$ cat config.mk
export PLATFORM = sky130hd
export DESIGN_NAME = cv_write_back
export DESIGN_NICKNAME = d
export VERILOG_FILES = /design/src/rtl/cv_write_back_pkg.sv /design/src/rtl/cv_write_back_mask_merge.sv /design/src/rtl/cv_write_back.sv
export SDC_FILE = /design/constraint.sdc
export NUM_CORES = 1
export LEC_CHECK = 0
export ABC_AREA = 1
export BUFFER_PORTS_ARGS = -buffer_cell sky130_fd_sc_hd__buf_4
export CAP_MARGIN = 20
export CORE_UTILIZATION = 47
export CTS_BUF_LIST = sky130_fd_sc_hd__clkbuf_8
export CTS_CLUSTER_DIAMETER = 30
export DETAILED_ROUTE_END_ITERATION = 8
export PLACE_DENSITY = 0.78
export SYNTH_ARGS = -nofsm -noshare
export SYNTH_HDL_FRONTEND = slang
export SYNTH_SLANG_ARGS = --single-unit
$ cat constraint.sdc
create_clock -name clk -period 1.8 [get_ports clk]
set_input_delay 0.09 -clock clk [delete_from_list [all_inputs] [get_ports clk]]
set_output_delay 0.09 -clock clk [all_outputs]
set_load 0.02 [all_outputs]
$ cat src/rtl/cv_write_back_pkg.sv
// Shared definitions for the VRAM->VRAM copy path: pair-FIFO word layout,
// write-back FSM states and the unpacked entry view.
package cv_write_back_pkg;

  localparam int CV_PIX0    = 0;
  localparam int CV_PIX1    = 16;
  localparam int CV_V0      = 32;
  localparam int CV_V1      = 33;
  localparam int CV_CRLF    = 34;
  localparam int CV_LAST    = 35;
  localparam int CV_ENTRY_W = 36;

  typedef enum logic [2:0] {
    ST_IDLE  = 3'd0,
    ST_FETCH = 3'd1,
    ST_RDDST = 3'd2,
    ST_WRITE = 3'd3,
    ST_ADV   = 3'd4
  } cv_state_e;

  typedef struct packed {
    logic        last;
    logic        crlf;
    logic        v1;
    logic        v0;
    logic [15:0] pix1;
    logic [15:0] pix0;
  } cv_entry_t;

  function automatic cv_entry_t cv_unpack(input logic [CV_ENTRY_W-1:0] w);
    cv_entry_t e;
    e.pix0 = w[CV_PIX0 +: 16];
    e.pix1 = w[CV_PIX1 +: 16];
    e.v0   = w[CV_V0];
    e.v1   = w[CV_V1];
    e.crlf = w[CV_CRLF];
    e.last = w[CV_LAST];
    return e;
  endfunction

endpackage

$ cat src/rtl/cv_write_back_mask_merge.sv
// Combinational PSX mask handling for one pixel pair: per-pixel enables from
// valid bits and destination mask bits, and forced bit 15 when set-mask is on.
module cv_mask_merge
  import cv_write_back_pkg::*;
(
  input  cv_entry_t   entry,
  input  logic [1:0]  dmask,
  input  logic        check_mask,
  input  logic        set_mask,
  output logic [31:0] wr_data,
  output logic [1:0]  wr_mask
);

  logic [15:0] force_bits;
  logic        unused_bits;

  assign force_bits  = {set_mask, 15'b0};
  assign unused_bits = ^{entry.crlf, entry.last};

  always_comb begin
    wr_mask = {entry.v1, entry.v0} & ~(check_mask ? dmask : 2'b00);
    wr_data = {entry.pix1 | force_bits, entry.pix0 | force_bits};
  end

endmodule

$ cat src/rtl/cv_write_back.sv
// Write side of the VRAM->VRAM copy: pops pixel pairs, optionally pre-reads the
// destination for check-mask, writes merged pairs and walks the destination rectangle.
module cv_write_back
  import cv_write_back_pkg::*;
#(
  parameter int XPW = 9,
  parameter int YW  = 9
) (
  input  logic                  clk,
  input  logic                  nRst,
  input  logic                  active,
  input  logic [9:0]            dstX,
  input  logic [YW-1:0]         dstY,
  input  logic                  checkMask,
  input  logic                  setMask,
  input  logic                  fifoEmpty,
  input  logic [CV_ENTRY_W-1:0] fifoData,
  output logic                  fifoPop,
  output logic                  rdReq,
  output logic [YW+XPW-1:0]     rdAddr,
  input  logic                  rdAck,
  input  logic [31:0]           rdData,
  output logic                  wrReq,
  output logic [YW+XPW-1:0]     wrAddr,
  output logic [31:0]           wrData,
  output logic [1:0]            wrMask,
  input  logic                  wrAck,
  output logic                  exitSig
);

  cv_state_e      state_q, state_d;
  logic           active_q, active_d;
  logic [XPW-1:0] xpair_q, xpair_d;
  logic [XPW-1:0] start_q, start_d;
  logic [YW-1:0]  y_q, y_d;
  cv_entry_t      entry_q, entry_d;
  logic [1:0]     dmask_q, dmask_d;
  logic [31:0]    wr_data_q, wr_data_d;
  logic [1:0]     wr_mask_q, wr_mask_d;
  logic           rd_req_q, rd_req_d;
  logic           wr_req_q, wr_req_d;
  logic           exit_q, exit_d;

  cv_entry_t      fifo_entry;
  cv_entry_t      merge_entry;
  logic [1:0]     merge_dmask;
  logic [31:0]    merge_data;
  logic [1:0]     merge_mask;
  logic           unused_bits;

  assign fifo_entry  = cv_unpack(fifoData);
  assign unused_bits = ^{dstX[0], rdData[30:16], rdData[14:0]};

  // Merge sees the values that will be in flight next cycle so WRITE outputs load on entry.
  always_comb begin
    merge_entry = entry_q;
    merge_dmask = dmask_q;
    if (state_q == ST_FETCH) begin
      merge_entry = fifo_entry;
      merge_dmask = 2'b00;
    end else if (state_q == ST_RDDST) begin
      merge_dmask = {rdData[31], rdData[15]};
    end
  end

  cv_mask_merge u_merge (
    .entry      (merge_entry),
    .dmask      (merge_dmask),
    .check_mask (checkMask),
    .set_mask   (setMask),
    .wr_data    (merge_data),
    .wr_mask    (merge_mask)
  );

  always_comb begin
    state_d   = state_q;
    active_d  = active;
    xpair_d   = xpair_q;
    start_d   = start_q;
    y_d       = y_q;
    entry_d   = entry_q;
    dmask_d   = dmask_q;
    wr_data_d = wr_data_q;
    wr_mask_d = wr_mask_q;
    fifoPop   = 1'b0;

    case (state_q)
      ST_IDLE: begin
        if (active && !active_q) begin
          xpair_d = dstX[XPW:1];
          start_d = dstX[XPW:1];
          y_d     = dstY;
          state_d = ST_FETCH;
        end
      end
      ST_FETCH: begin
        if (!active) begin
          state_d = ST_IDLE;
        end else if (!fifoEmpty) begin
          fifoPop = 1'b1;
          entry_d = fifo_entry;
          dmask_d = 2'b00;
          if (fifo_entry.v0 || fifo_entry.v1)
            state_d = checkMask ? ST_RDDST : ST_WRITE;
          else
            state_d = ST_ADV;
        end
      end
      ST_RDDST: begin
        if (rdAck) begin
          dmask_d = {rdData[31], rdData[15]};
          if (!active)
            state_d = ST_IDLE;
          else
            state_d = (merge_mask != 2'b00) ? ST_WRITE : ST_ADV;
        end
      end
      ST_WRITE: begin
        if (wrAck)
          state_d = active ? ST_ADV : ST_IDLE;
      end
      ST_ADV: begin
        if (entry_q.crlf) begin
          xpair_d = start_q;
          y_d     = y_q + 1'b1;
        end else begin
          xpair_d = xpair_q + 1'b1;
        end
        state_d = (entry_q.last || !active) ? ST_IDLE : ST_FETCH;
      end
      default: state_d = ST_IDLE;
    endcase

    rd_req_d = (state_d == ST_RDDST);
    wr_req_d = (state_d == ST_WRITE);
    exit_d   = (state_d == ST_ADV) && entry_d.last;

    // Write payload is frozen on entry to WRITE and held until the ack.
    if (state_d == ST_WRITE) begin
      if (state_q != ST_WRITE) begin
        wr_data_d = merge_data;
        wr_mask_d = merge_mask;
      end
    end else begin
      wr_mask_d = 2'b00;
    end
  end

  always_ff @(posedge clk) begin
    if (!nRst) begin
      state_q   <= ST_IDLE;
      active_q  <= 1'b0;
      xpair_q   <= '0;
      start_q   <= '0;
      y_q       <= '0;
      entry_q   <= '0;
      dmask_q   <= 2'b00;
      wr_data_q <= '0;
      wr_mask_q <= 2'b00;
      rd_req_q  <= 1'b0;
      wr_req_q  <= 1'b0;
      exit_q    <= 1'b0;
    end else begin
      state_q   <= state_d;
      active_q  <= active_d;
      xpair_q   <= xpair_d;
      start_q   <= start_d;
      y_q       <= y_d;
      entry_q   <= entry_d;
      dmask_q   <= dmask_d;
      wr_data_q <= wr_data_d;
      wr_mask_q <= wr_mask_d;
      rd_req_q  <= rd_req_d;
      wr_req_q  <= wr_req_d;
      exit_q    <= exit_d;
    end
  end

  assign rdReq   = rd_req_q;
  assign wrReq   = wr_req_q;
  assign rdAddr  = {y_q, xpair_q};
  assign wrAddr  = {y_q, xpair_q};
  assign wrData  = wr_data_q;
  assign wrMask  = wr_mask_q;
  assign exitSig = exit_q;

endmodule

* Yosys cells after proc, flatten, opt, wreduce, memory -nomap -nowiden *
Cells that the tools add are included.

storage, ports and cells
  input bits = 95
  register bits after elaboration = 106
  output and inout port bits = 74
  logic and storage cells = 86

operators by class
  bitwise operators = 5
  mux-type cells = 32
  reductions and logical operators = 17
  equal/unequal tests = 13
  add/subtract/negate cells = 2

operators by type and width
  kind                   number
  $mux W36               3
  $mux W9                4
  $pmux W9 S2            2
  $mux W34               1
  $or A16 B16 Y16        2
  $mux W3                9
  $add A9 B1 Y9 const B  2
  $pmux W3 S5            1
  $eq A3 B2 Y1 const B   4
  $mux W2                6
  $ne A2 B2 Y1 const B   5
  $reduce_and A2 Y1      4
  $eq A3 B3 Y1 const B   2
  $reduce_and A3 Y1      2
  $reduce_bool A2 Y1     3
  $mux W1                5
  $pmux W2 S2            1
  $reduce_and A4 Y1      1
  $eq A3 B1 Y1 const B   1
  $logic_not A3 Y1       1
  $ne A3 B2 Y1 const B   1
  $and A2 B2 Y2          1
  $logic_and A1 B1 Y1    2
  $logic_not A1 Y1       2
  3 further kinds        4

* Logic depth before layout (Yosys ltp) *
Gate-level depths: netlist (run 1).

  word-level depth = 13
  mapped depth = 17
  depth with buffers taken out = 15

* Cells and area by module *
A second synthesis (run 1) with hierarchy kept.

unflattened totals
  cell total of the unflattened synthesis = 801
  area, all modules = 5512.8 µm²

modules (own cells, without submodules)
  module         cells each  instances  area each (µm²)  seq. area each (µm²)
  cv_write_back  765         1          5257.5           2122.0
  cv_mask_merge  36          1          255.2            0.0

* Worst setup path after synthesis (run 1) *
OpenSTA, ideal clock, no wires.

  path type = reg-to-reg
  start point = reg state_q[2]
  end point = reg wr_data_q[0], in the netlist wrData[0]
  buffers on the path = 2
  data arrival time = 1611 ps
  clock period less this slack = 1724 ps
  cell stages (with the launch flop) = 17
  setup slack = 76 ps
  data required time = 1687 ps
  library setup time = 113 ps
  cell sequence = dfxtp_1 inv_2 nand3_2 buf_6 nand2_1 inv_2 nand2_1 nand2_1 nand2_1 nand2_1 nand2_1 nand2_1 nand2_2 nand3_4 buf_2 nor2_1 nor2_1

between the ends
  cells in the longest elaborated chain, start to end = 13
  elaborated cells on any way between the ends = 24
  classes of those cells = eq/ne (6); mux (12); bitwise (3); reduce/logical (3)

ends and longest elaborated chain
  element                      line                                      source
  start: declaration           cv_write_back.sv:31                       cv_state_e state_q, state_d;
  start signal: assignment     cv_write_back.sv:164                      state_q <= state_d;
  $eq A3 B2 Y1                 cv_write_back.sv:61, cv_write_back.sv:87
  $mux W2                      cv_write_back.sv:61                       end else if (state_q == ST_RDDST) begin
  $mux W2                      cv_write_back.sv:58                       if (state_q == ST_FETCH) begin
  $mux W2                      cv_write_back_mask_merge.sv:21            wr_mask = {entry.v1, entry.v0} & ~(check_mask ? dmask : 2'b00);
  $not A2 Y2                   cv_write_back_mask_merge.sv:21
  $and A2 B2 Y2                cv_write_back_mask_merge.sv:21
  $reduce_bool A2 Y1           cv_write_back.sv:115                      state_d = (merge_mask != 2'b00) ? ST_WRITE : ST_ADV;
  $mux W3                      cv_write_back.sv:115
  $mux W3                      cv_write_back.sv:112                      if (!active)
  $mux W3                      cv_write_back.sv:110                      if (rdAck) begin
  $pmux W3 S5                  cv_write_back.sv:87                       case (state_q)
  $eq A3 B2 Y1                 cv_write_back.sv:139                      if (state_d == ST_WRITE) begin
  $reduce_and A2 Y1 (no line)  n/a
  end signal: assignment       cv_write_back.sv:171                      wr_data_q <= wr_data_d;
  end: declaration             cv_write_back.sv:38                       logic [31:0] wr_data_q, wr_data_d;

Several ways; a longest one is shown, not always the timed one.
A chain may end at the register's enable or synchronous reset.

* Worst setup path in the final report (run 1) *
  start point = reg state_q[1]
  end point = reg wr_data_q[29], in the netlist wrData[29]

Same word-level chain as after synthesis.

==> results of run 1 <==
synth_stat cells (2+ instances only):
cell type | number | share of area
o21ai_1 | 3 | 0.0030
a221oi_1 | 2 | 0.0035
a21oi_1 | 47 | 0.047
inv_2 | 7 | 0.0053
nor3_1 | 4 | 0.0040
or2_2 | 2 | 0.0025
buf_2 | 5 | 0.0050
a31oi_1 | 7 | 0.0088
clkinv_1 | 2 | 0.0015
nand2_1 | 221 | 0.17
buf_6 | 4 | 0.0090
a211oi_1 | 3 | 0.0045
xor2_1 | 2 | 0.0035
dfxtp_1 | 106 | 0.42
nand2_2 | 2 | 0.0025
ha_1 | 2 | 0.0050
nor2_1 | 115 | 0.086
nand4_1 | 5 | 0.0063
nand3_1 | 13 | 0.013
xnor2_1 | 2 | 0.0035
inv_1 | 71 | 0.053
o21ai_0 | 67 | 0.067
buf_4 | 18 | 0.027
o211ai_1 | 6 | 0.0090
clkbuf_1 | 28 | 0.021
sequential cells by signal, indices dropped and copies added, names as in the netlist:
register,count
active_q,1
dmask_q,2
entry_q,36
exitSig,1
rdReq,1
start_q,9
state_q,3
wrData,32
wrMask,2
wrReq,1
xpair_q,9
y_q,9
final timing paths:
check | start | endpoint | slack [ps] | cells past startpoint
max | state_q[1] | wrData[29] | -70 | 16
min reg2reg | start_q[2] | start_q[2] | 470 | 2
min | fifoData[0] | entry_q[0] | 6 | 3
max reg2reg | state_q[1] | wrData[29] | -70 | 16
layout by cell type (no fill, tap or decap), types with 5 or more instances in the layout:
cell,count
dfxtp_1,103
inv_2,6
clkinv_4,5
a31oi_1,7
dlygate4sd3_1,40
clkbuf_8,10
nor2_1,95
nor2_2,20
o211ai_1,6
nand2_2,25
clkbuf_16,6
buf_4,177
nand4_1,5
a21oi_1,47
nand2_1,194
nand3_1,12
buf_12,6
o21ai_0,66
inv_1,69
area by class of cell:
class	instances	area [µm²]	share of cell area
Inverter	80	310	0.0426
Tap cell	136	170	0.0234
Clock buffer	10	138	0.0189
Multi-Input combinational cell	513	2460	0.338
Sequential cell	106	2130	0.293
Timing Repair Buffer	229	2000	0.275
Clock inverter	6	73.8	0.0101
metal layers:
layer  up-vias  part of all wire  GRT usage
met4         0             0.020     0.0936
li1       2723                 -          -
met1      2457              0.43      0.296
met3        20             0.060     0.0430
met5         -                 0          0
met2       214              0.49      0.409
logic make-up (layout without fill, tap and decap cells):
kind of cell    count (synthesis)  after routing  synth area share
fa+ha+maj                       2              2           0.00501
buf+inv                       135            325             0.122
simple gates                  368            369             0.293
xor+xnor                        4              4           0.00702
flops                         106            106             0.425
compound gates                138            138             0.148
tightest hold or removal path, stage by stage:
cell and delay, ps:
buf_4 80, o21ai_0 80, nor2_1 100
what timing repair did:
action	4_1_cts	5_1_grt
pin swaps	0	14
setup buffers	0	11
gates resized for setup	4	71
gates cloned	0	7
endpoints found under the hold margin	40	0
endpoints found under the setup margin	33	45
hold buffers	40	0
per-stage QoR:
step / TNS, ps / setup WS [ps] / power (µW) / instances
finish: -1140 / -71.4 / 5070 / 1080
global route: -4660 / -174 / 5300 / 1080
CTS: 0 / 1.77 / 5010 / 1062
detailed placement: -9.39 / -9.39 / 3400 / 1006
global placement: 0 / 19.8 / 3390 / 1006
floorplan: 0 / 76.3 / 3060 / 753
power by group:
| group | internal [µW] | switching (µW) | total (µW) | leakage [µW] |
|---|---|---|---|---|
| clock network | 697 | 859 | 1560 | 0.000107 |
| logic | 468 | 527 | 996 | 0.00261 |
| registers | 2440 | 77.3 | 2520 | 0.000863 |
==> run metrics, run 1 <==
Peak VDD IR 0.000389 V; minimum hold slack 5.52 ps; RSZ-0062 raised after global routing yes; async set-or-reset flop fraction in the synthesized netlist 0; pin count of the biggest net entering global routing 43; Vias 5414; Post-Syn Nets 850; failing checks setup timing; Placer Congestion 0.858; Clock Path Buffers 2; Worst-Skew Late Latency 380 ps; placed cell areas 6200 µm²; dpl hpwl 8610 µm; post-synthesis sequential area ratio 0.425; Tmin final 1870 ps; Netlist Area Pre-Place 4990 µm²; PD cells 696 nW/µm²; initial DRC count 326; layout cell share with drive strength beyond 1 0.296; Vert. Die Dim 105 µm; FMAX 534 MHz; Setup CP Type register to register; maximum fanout along the worst path 11; Slew Limit Headroom 0.743; fin util 0.705; DRT antenna net count 0; starting density of the core 0.484; initial antenna violation count 0; Routed wire per std cell 13.2 µm; syn_area_per_cell 6.63 µm²; DIE WIDTH 105 µm; Worst EP required 2070 ps; Root Driver clkbuf_8; Post-synth EDFFs 0; # nets final 1036; final setup vio count 31; drt drc 0; fillers 802; core area 10300 µm²; final cycle utilization of the critical path 1.04; PnR worst setup slack -71.4 ps; vias in the first global route 4649; Num Clock Sinks 106; Overall Global Routing Usage 0.239; Final Instance Area 7280 µm²; Buffers on Ports 137; critical path cell sequence inv_4, nand3_4, nand2_2, inv_2, nand2_2, nand2_2, nand2_2, nand2_1, nand2_1, nand2_1, nand2_2, nand3_4, buf_12, clkbuf_16, nor2_1, nor2_1; cells after synthesis 753; #FFs+latches synth 106; Clk pin slew, worst setup/hold paths 110 ps; first-pass GRT wire length 21500 µm; Ant. Diodes 0; status finished, violations left; CP Capture Type register; worst-margin pin slew 385 ps; floorplan row count 37; vias per cell 5.01; Netlist cell types 34; global route overflow 0; die area 11000 µm²; Yosys warning count 0; arrival time worst endpoint 2140 ps; min-delay worst type input port to register; final hold viol count 0; Startpoint Class register; I/O pin cnt 169; commonest register cell after synthesis dfxtp_1; cell repeated most along the worst path nand2_2; delay-heaviest family, CP simple AND/OR/NAND/NOR gates; H-tree levels 3; P_leak 0.00358 µW; Bufs and invs on worst path 4; critical path's slowest cell dfxtp_4; total CTS buffers 9; MaxCap Viol Count 0; slowest stage delay, CP 390 ps; drt pass-1 iters 5; final wirelength 14200 µm; TritonCTS clock tree built; max-slew violations 0; Layout area overhead 45.8%; Fin Clk Skew 19.9 ps
(Power assumes the default switching activity.)
==> run 2, diff against run 1 <==
SKIP_CTS_REPAIR_TIMING = 1   (was not set)
==> run 2 against run 1 <==
Non-clock buffer count decreased by 23; worst hold slack worse by 28 ps; via count fell by 3.4%; combinational power fell by 4.4%; global-route usage shrank 1.3 points; die area unchanged; final cell count fell by 2.1%; sequential share of layout area is 1.0 points higher; clock power about the same; largest cell class unchanged; the flow finishes with violations (hold timing, setup timing); cell area down 3.5%.
==> run metrics, run 2 (synthesis results as in run 1) <==
final hold viol count 11 (+11); logic gate share of total power 0.189 (-0.007); WL met3 700 µm (-19%); worst-margin pin slew 434 ps (+48.5 ps); die area 11000 µm² (unchanged); Placer Congestion 0.858 (unchanged); drt pass-1 iters 5 (unchanged); placed cell areas 6200 µm² (unchanged); Multi-input gate area 2440 µm² (-0.76%); vias in the first global route 4400 (-5.4%); delay-heaviest family, CP simple AND/OR/NAND/NOR gates; Layout area overhead 40.8%; final cycle utilization of the critical path 1.02 (-0.0173); MaxCap Viol Count 0 (unchanged); Clk pin slew, worst setup/hold paths 110 ps (about the same); Startpoint Class register; final setup vio count 24 (-23%); P_leak 0.00347 µW (-2.9%); Tmin final 1840 ps (-31.1 ps); Setup CP Type register to register; sequential share of power 0.501 (+0.004); Clock power frac 0.310 (+0.003); first-pass GRT wire length 20400 µm (-5.5%); failing checks hold timing, setup timing; max-slew violations 0 (unchanged); Ant. Diodes 0 (unchanged); RSZ-0062 raised after global routing yes; Detail Route met2 WL 6810 µm (-3.3%); drt drc 0 (unchanged); # nets final 1013 (-2.2%); Peak VDD IR 0.000400 V (+2.8%); critical path's slowest cell dfxtp_2; net load switching power 1450 µW (-0.65%); layout cell share with drive strength beyond 1 0.277 (-0.0187); Num Clock Sinks 106 (unchanged); commonest non-fill, non-tap cell in the layout nand2_1; arrival time worst endpoint 2160 ps (+20 ps); initial DRC count 290 (-11%); initial antenna violation count 0 (unchanged); core area 10300 µm² (unchanged); final wirelength 13600 µm (-4.2%); Worst EP required 2120 ps (+50 ps); I/O pin cnt 169 (unchanged); Buffers on Ports 137 (unchanged); maximum fanout along the worst path 11 (unchanged); dpl hpwl 8610 µm (unchanged); CP Capture Type register; Top Layer Used met4; slowest stage delay, CP 380 ps (about the same); FF+latch area 2130 µm² (unchanged); DRT antenna net count 0 (unchanged); Slew Limit Headroom 0.708 (-0.0354); pin count of the biggest net entering global routing 43 (unchanged); min-delay worst type input port to register; Clock Path Buffers 2 (unchanged); Overall Global Routing Usage 0.225 (-0.0133); H-tree levels 3 (unchanged); most frequent cells in the layout nand2_1 (205), buf_4 (170), nor2_1 (103), dfxtp_1 (103), inv_1 (70); met1 wire length 5920 µm (-2.4%); minimum hold slack -22.3 ps (-27.8 ps); Layout Cells excl Fill 1057 (-2.1%); global route overflow 0 (unchanged); cell total after placement 1006 (unchanged); starting density of the core 0.484 (unchanged); cell repeated most along the worst path nand2_1; max reg flops 36 (unchanged); Top reg by flops entry_q; vias per cell 4.95 (-1.3%); Power Internal 3570 µW (-0.85%); status finished, violations left; Fin Clk Skew 14.1 ps (-5.81 ps); FMAX 543 MHz (+1.7%); DIE WIDTH 105 µm (unchanged); Switching Fraction 0.289 (+0.000411); Vert. Die Dim 105 µm (unchanged); Routed wire per std cell 12.9 µm (-2.1%); Vias 5231 (-3.4%); Bufs and invs on worst path 5 (+1); Root Driver clkbuf_8; Worst-Skew Late Latency 380 ps (about the same); TritonCTS clock tree built; PnR worst setup slack -40.3 ps (+31.1 ps); PD cells 715 nW/µm² (+2.8%); fin util 0.681 (-0.0244); fillers 851 (+6.1%); critical path cell sequence clkinv_4, buf_4, nor2_4, inv_2, nor3_4, nor3_2, nand2_2, nand3_4, buf_12, clkbuf_16, nand2_1, nand2_1, nor2_1; post-place setup slack -9.39 ps (unchanged); floorplan row count 37 (unchanged); total CTS buffers 9 (unchanged); Final Instance Area 7030 µm² (-3.5%)
## run 2: cell count changes in the layout (fill, tap and decap cells not counted), moves of 2 or more
cell / delta
buf_4: -7
nand2_2: -10
nor2_1: +8
nand3_2: +2
nor2_2: -8
dlygate4sd3_1: -15
nand3_1: -2
nand2_1: +11
## run 2: cell type report
cell class                      instances  share of cell area
Tap cell                              136              0.0242
Multi-Input combinational cell        513               0.347
Sequential cell                       106               0.303
Clock inverter                          6              0.0105
Inverter                               80              0.0441
Timing Repair Buffer                  206               0.251
Clock buffer                           10              0.0196
## run 2: metrics by stage
step,setup TNS (ps),total power (µW),hold WS [ps]
after global routing,-3510,5250,1.96
after global placement,0,3390,321
after CTS,-838,4940,-58.9
after floorplan,0,3060,183
final,-407,5030,-22.3
after detailed placement,-9.39,3400,327
## run 2: power groups by stage
| stage | clock [µW] | combinational, µW | sequential, µW |
|---|---|---|---|
| final | 1560 | 952 | 2520 |
| after global routing | 1680 | 1040 | 2530 |
| after CTS | 1580 | 841 | 2510 |
| after detailed placement | 0 | 836 | 2570 |
| after global placement | 0 | 830 | 2560 |
| after floorplan | 0 | 441 | 2620 |
## run 2: worst paths after layout
path | startpoint | endpoint | slack, ps | cells past startpoint
max | state_q[2] | wrData[27] | -40 | 13
min reg2reg | entry_q[33] | entry_q[33] | 470 | 2
max reg2reg | state_q[2] | wrData[27] | -40 | 13
min | fifoData[24] | entry_q[24] | -20 | 3
## run 2: tightest hold or removal path: stages
cell and delay (ps):
buf_4 80, inv_1 40, a21oi_1 100
## run 2: routing by layer
| layer | up-vias | track usage |
|---|---|---|
| met2 | 156 | 0.374 |
| met3 | 17 | 0.0424 |
| li1 | 2671 | - |
| met1 | 2387 | 0.287 |
| met4 | 0 | 0.0915 |
| met5 | - | 0 |
==> run 3, diff against run 2 <==
MAX_ROUTING_LAYER = met4   (was not set)
==> run 3 against run 2 <==
The run still ends with hold timing, setup timing left; cell area about the same; non-clock buffer count rose by 1; clock-buffer cell count unchanged; clock skew up 1.1 ps; wire length hardly changed; via count increased by 0.36%; sequential cell count did not move; register-to-register slack about the same; final cell count about the same; worst hold slack better by 4.7 ps; combinational power barely moved; global-route usage is 0.65 points higher; largest cell class unchanged; largest power group unchanged.
==> run metrics, run 3 (synthesis results as in run 1) <==
Peak VDD IR 0.000399 V (-0.15%); delay-heaviest family, CP simple AND/OR/NAND/NOR gates; DIE WIDTH 105 µm (unchanged); fillers 851 (unchanged); WHS Path Cells 3 (unchanged); dpl hpwl 8610 µm (unchanged); Overall Global Routing Usage 0.232 (+0.00650); P_leak 0.00348 µW (+0.19%); initial antenna violation count 0 (unchanged); max reg flops 36 (unchanged); Root Driver clkbuf_8; slowest stage delay, CP 380 ps (about the same); Buffers on Ports 137 (unchanged); Clock Path Buffers 2 (unchanged); MaxCap Viol Count 0 (unchanged); HP Start fifoData[24]; Worst-Skew Late Latency 370 ps (about the same); cell depth of the worst setup path 13 (unchanged); pin count of the biggest net entering global routing 43 (unchanged); Layout area overhead 40.8% (about the same); vias per cell 4.96 (+0.27%); core area 10300 µm² (unchanged); DRT antenna net count 0 (unchanged); Ant. Diodes 0 (unchanged); I/O pin cnt 169 (unchanged); worst-margin pin slew 451 ps (+17.4 ps); PD cells 714 nW/µm² (-0.13%); minimum hold slack -17.6 ps (+4.71 ps); Startpoint Class register; RR Startpoint state_q[2]; Worst R2R Setup Slack -30 ps (about the same); Clk pin slew, worst setup/hold paths 110 ps (about the same); maximum fanout along the worst path 11 (unchanged); failing checks hold timing, setup timing; global-route met2 utilization 0.374 (unchanged); met3 global-route usage 0.0393 (-0.00312); Num Clock Sinks 106 (unchanged); H-tree levels 3 (unchanged); most frequent cells in the layout nand2_1 (205), buf_4 (171), nor2_1 (105); status finished, violations left; starting density of the core 0.484 (unchanged); critical path cell sequence clkinv_4, buf_4, nor2_4, inv_2, nor3_4, nor3_2, nand2_2, nand3_4, buf_12, clkbuf_16, nand2_1, nand2_1, nor2_1; final cycle utilization of the critical path 1.02 (-0.00605); Top reg by flops entry_q; r2r worst-path depth 13 (unchanged); global route overflow 0 (unchanged); Vert. Die Dim 105 µm (unchanged); Routed wire per std cell 12.9 µm (about the same); layout cell share with drive strength beyond 1 0.275 (-0.00138); drt pass-1 iters 5 (unchanged); Worst EP required 2120 ps (about the same); Slew Limit Headroom 0.696 (-0.0117); commonest non-fill, non-tap cell in the layout nand2_1; final setup vio count 18 (-25%); die area 11000 µm² (unchanged); floorplan row count 37 (unchanged); total CTS buffers 9 (unchanged); first-pass GRT wire length 20400 µm (unchanged); # nets final 1014 (+0.099%); post-place setup slack -9.39 ps (unchanged); Most Crowded Layer GR met2; r2r endpoint wrData[27]; max-slew violations 0 (unchanged); Placer Congestion 0.872 (+1.6%); Fin Clk Skew 15.1 ps (+1.07 ps); critical path's slowest cell dfxtp_2; M1 GR Usage 0.289 (+0.00194); CP Capture Type register; Tmin final 1830 ps (-10.9 ps); final hold viol count 10 (-1); RSZ-0062 raised after global routing yes; TritonCTS clock tree built; Vias 5250 (+0.36%); post-route setup TNS -244 ps (+162 ps); drt drc 0 (unchanged); min-delay worst type input port to register; FMAX 547 MHz (+0.60%); Bufs and invs on worst path 5 (unchanged); Setup CP Type register to register; arrival time worst endpoint 2140 ps (-20 ps); initial DRC count 303 (+4.5%); PnR worst setup slack -29.4 ps (+10.9 ps); vias in the first global route 4396 (-0.091%); Hold EP entry_q[24]; cell repeated most along the worst path nand2_1; final wirelength 13700 µm (about the same)
-- run 3: cell types whose count changed in the layout (fill, tap and decap cells not counted) --
cell,before,now
buf_4,170,171
nor2_2,12,10
nor2_1,103,105
-- run 3: power breakdown --
group          switching [µW]  internal [µW]  leakage (µW)
combinational             515            440       0.00251
clock                     854            697      0.000107
sequential               78.0           2440      0.000863
-- run 3: worst max path at each step --
stage,start,to
after floorplan,state_q[2],wrData[0]
after global placement,state_q[0],wrData[20]
after detailed placement,state_q[0],wrData[20]
after CTS,state_q[0],fifoPop
after global routing,state_q[1],wrData[18]
final,state_q[2],wrData[27]
-- run 3: final cells by class --
cell class	count	area (µm²)	area share
multi-input combinational	513	2440	0.346
clock inverter	6	73.8	0.0105
sequential	106	2130	0.303
timing repair buffer	207	1770	0.252
tap	136	170	0.0242
clock buffer	10	138	0.0196
inverter	80	310	0.0441
-- run 3: layer usage --
layer,vias up,wire [µm],part of all wire
li1,2673,-,-
met1,2374,5860,0.43
met2,183,6880,0.50
met3,20,703,0.051
met4,0,213,0.016
met5,-,0,0
-- run 3: metrics by stage --
stage | cell area [µm²] | cells | utilization | hold WS [ps] | total power, µW
3_3_place_gp | 6200 | 1006 | 0.600 | 321 | 3390
4_1_cts | 6410 | 1022 | 0.621 | -58.9 | 4940
5_1_grt | 7030 | 1058 | 0.681 | 4.38 | 5250
2_1_floorplan | 4990 | 753 | - | 183 | 3060
3_5_place_dp | 6200 | 1006 | 0.600 | 327 | 3400
6_report | 7030 | 1058 | 0.681 | -17.6 | 5020
-- run 3: worst reg2reg max path, stage by stage (launching register included) --
cell	delay, ps
dfxtp_2	380
clkinv_4	100
buf_4	170
nor2_4	120
inv_2	70
nor3_4	120
nor3_2	80
nand2_2	110
nand3_4	90
buf_12	160
clkbuf_16	170
nand2_1	60
nand2_1	40
nor2_1	100
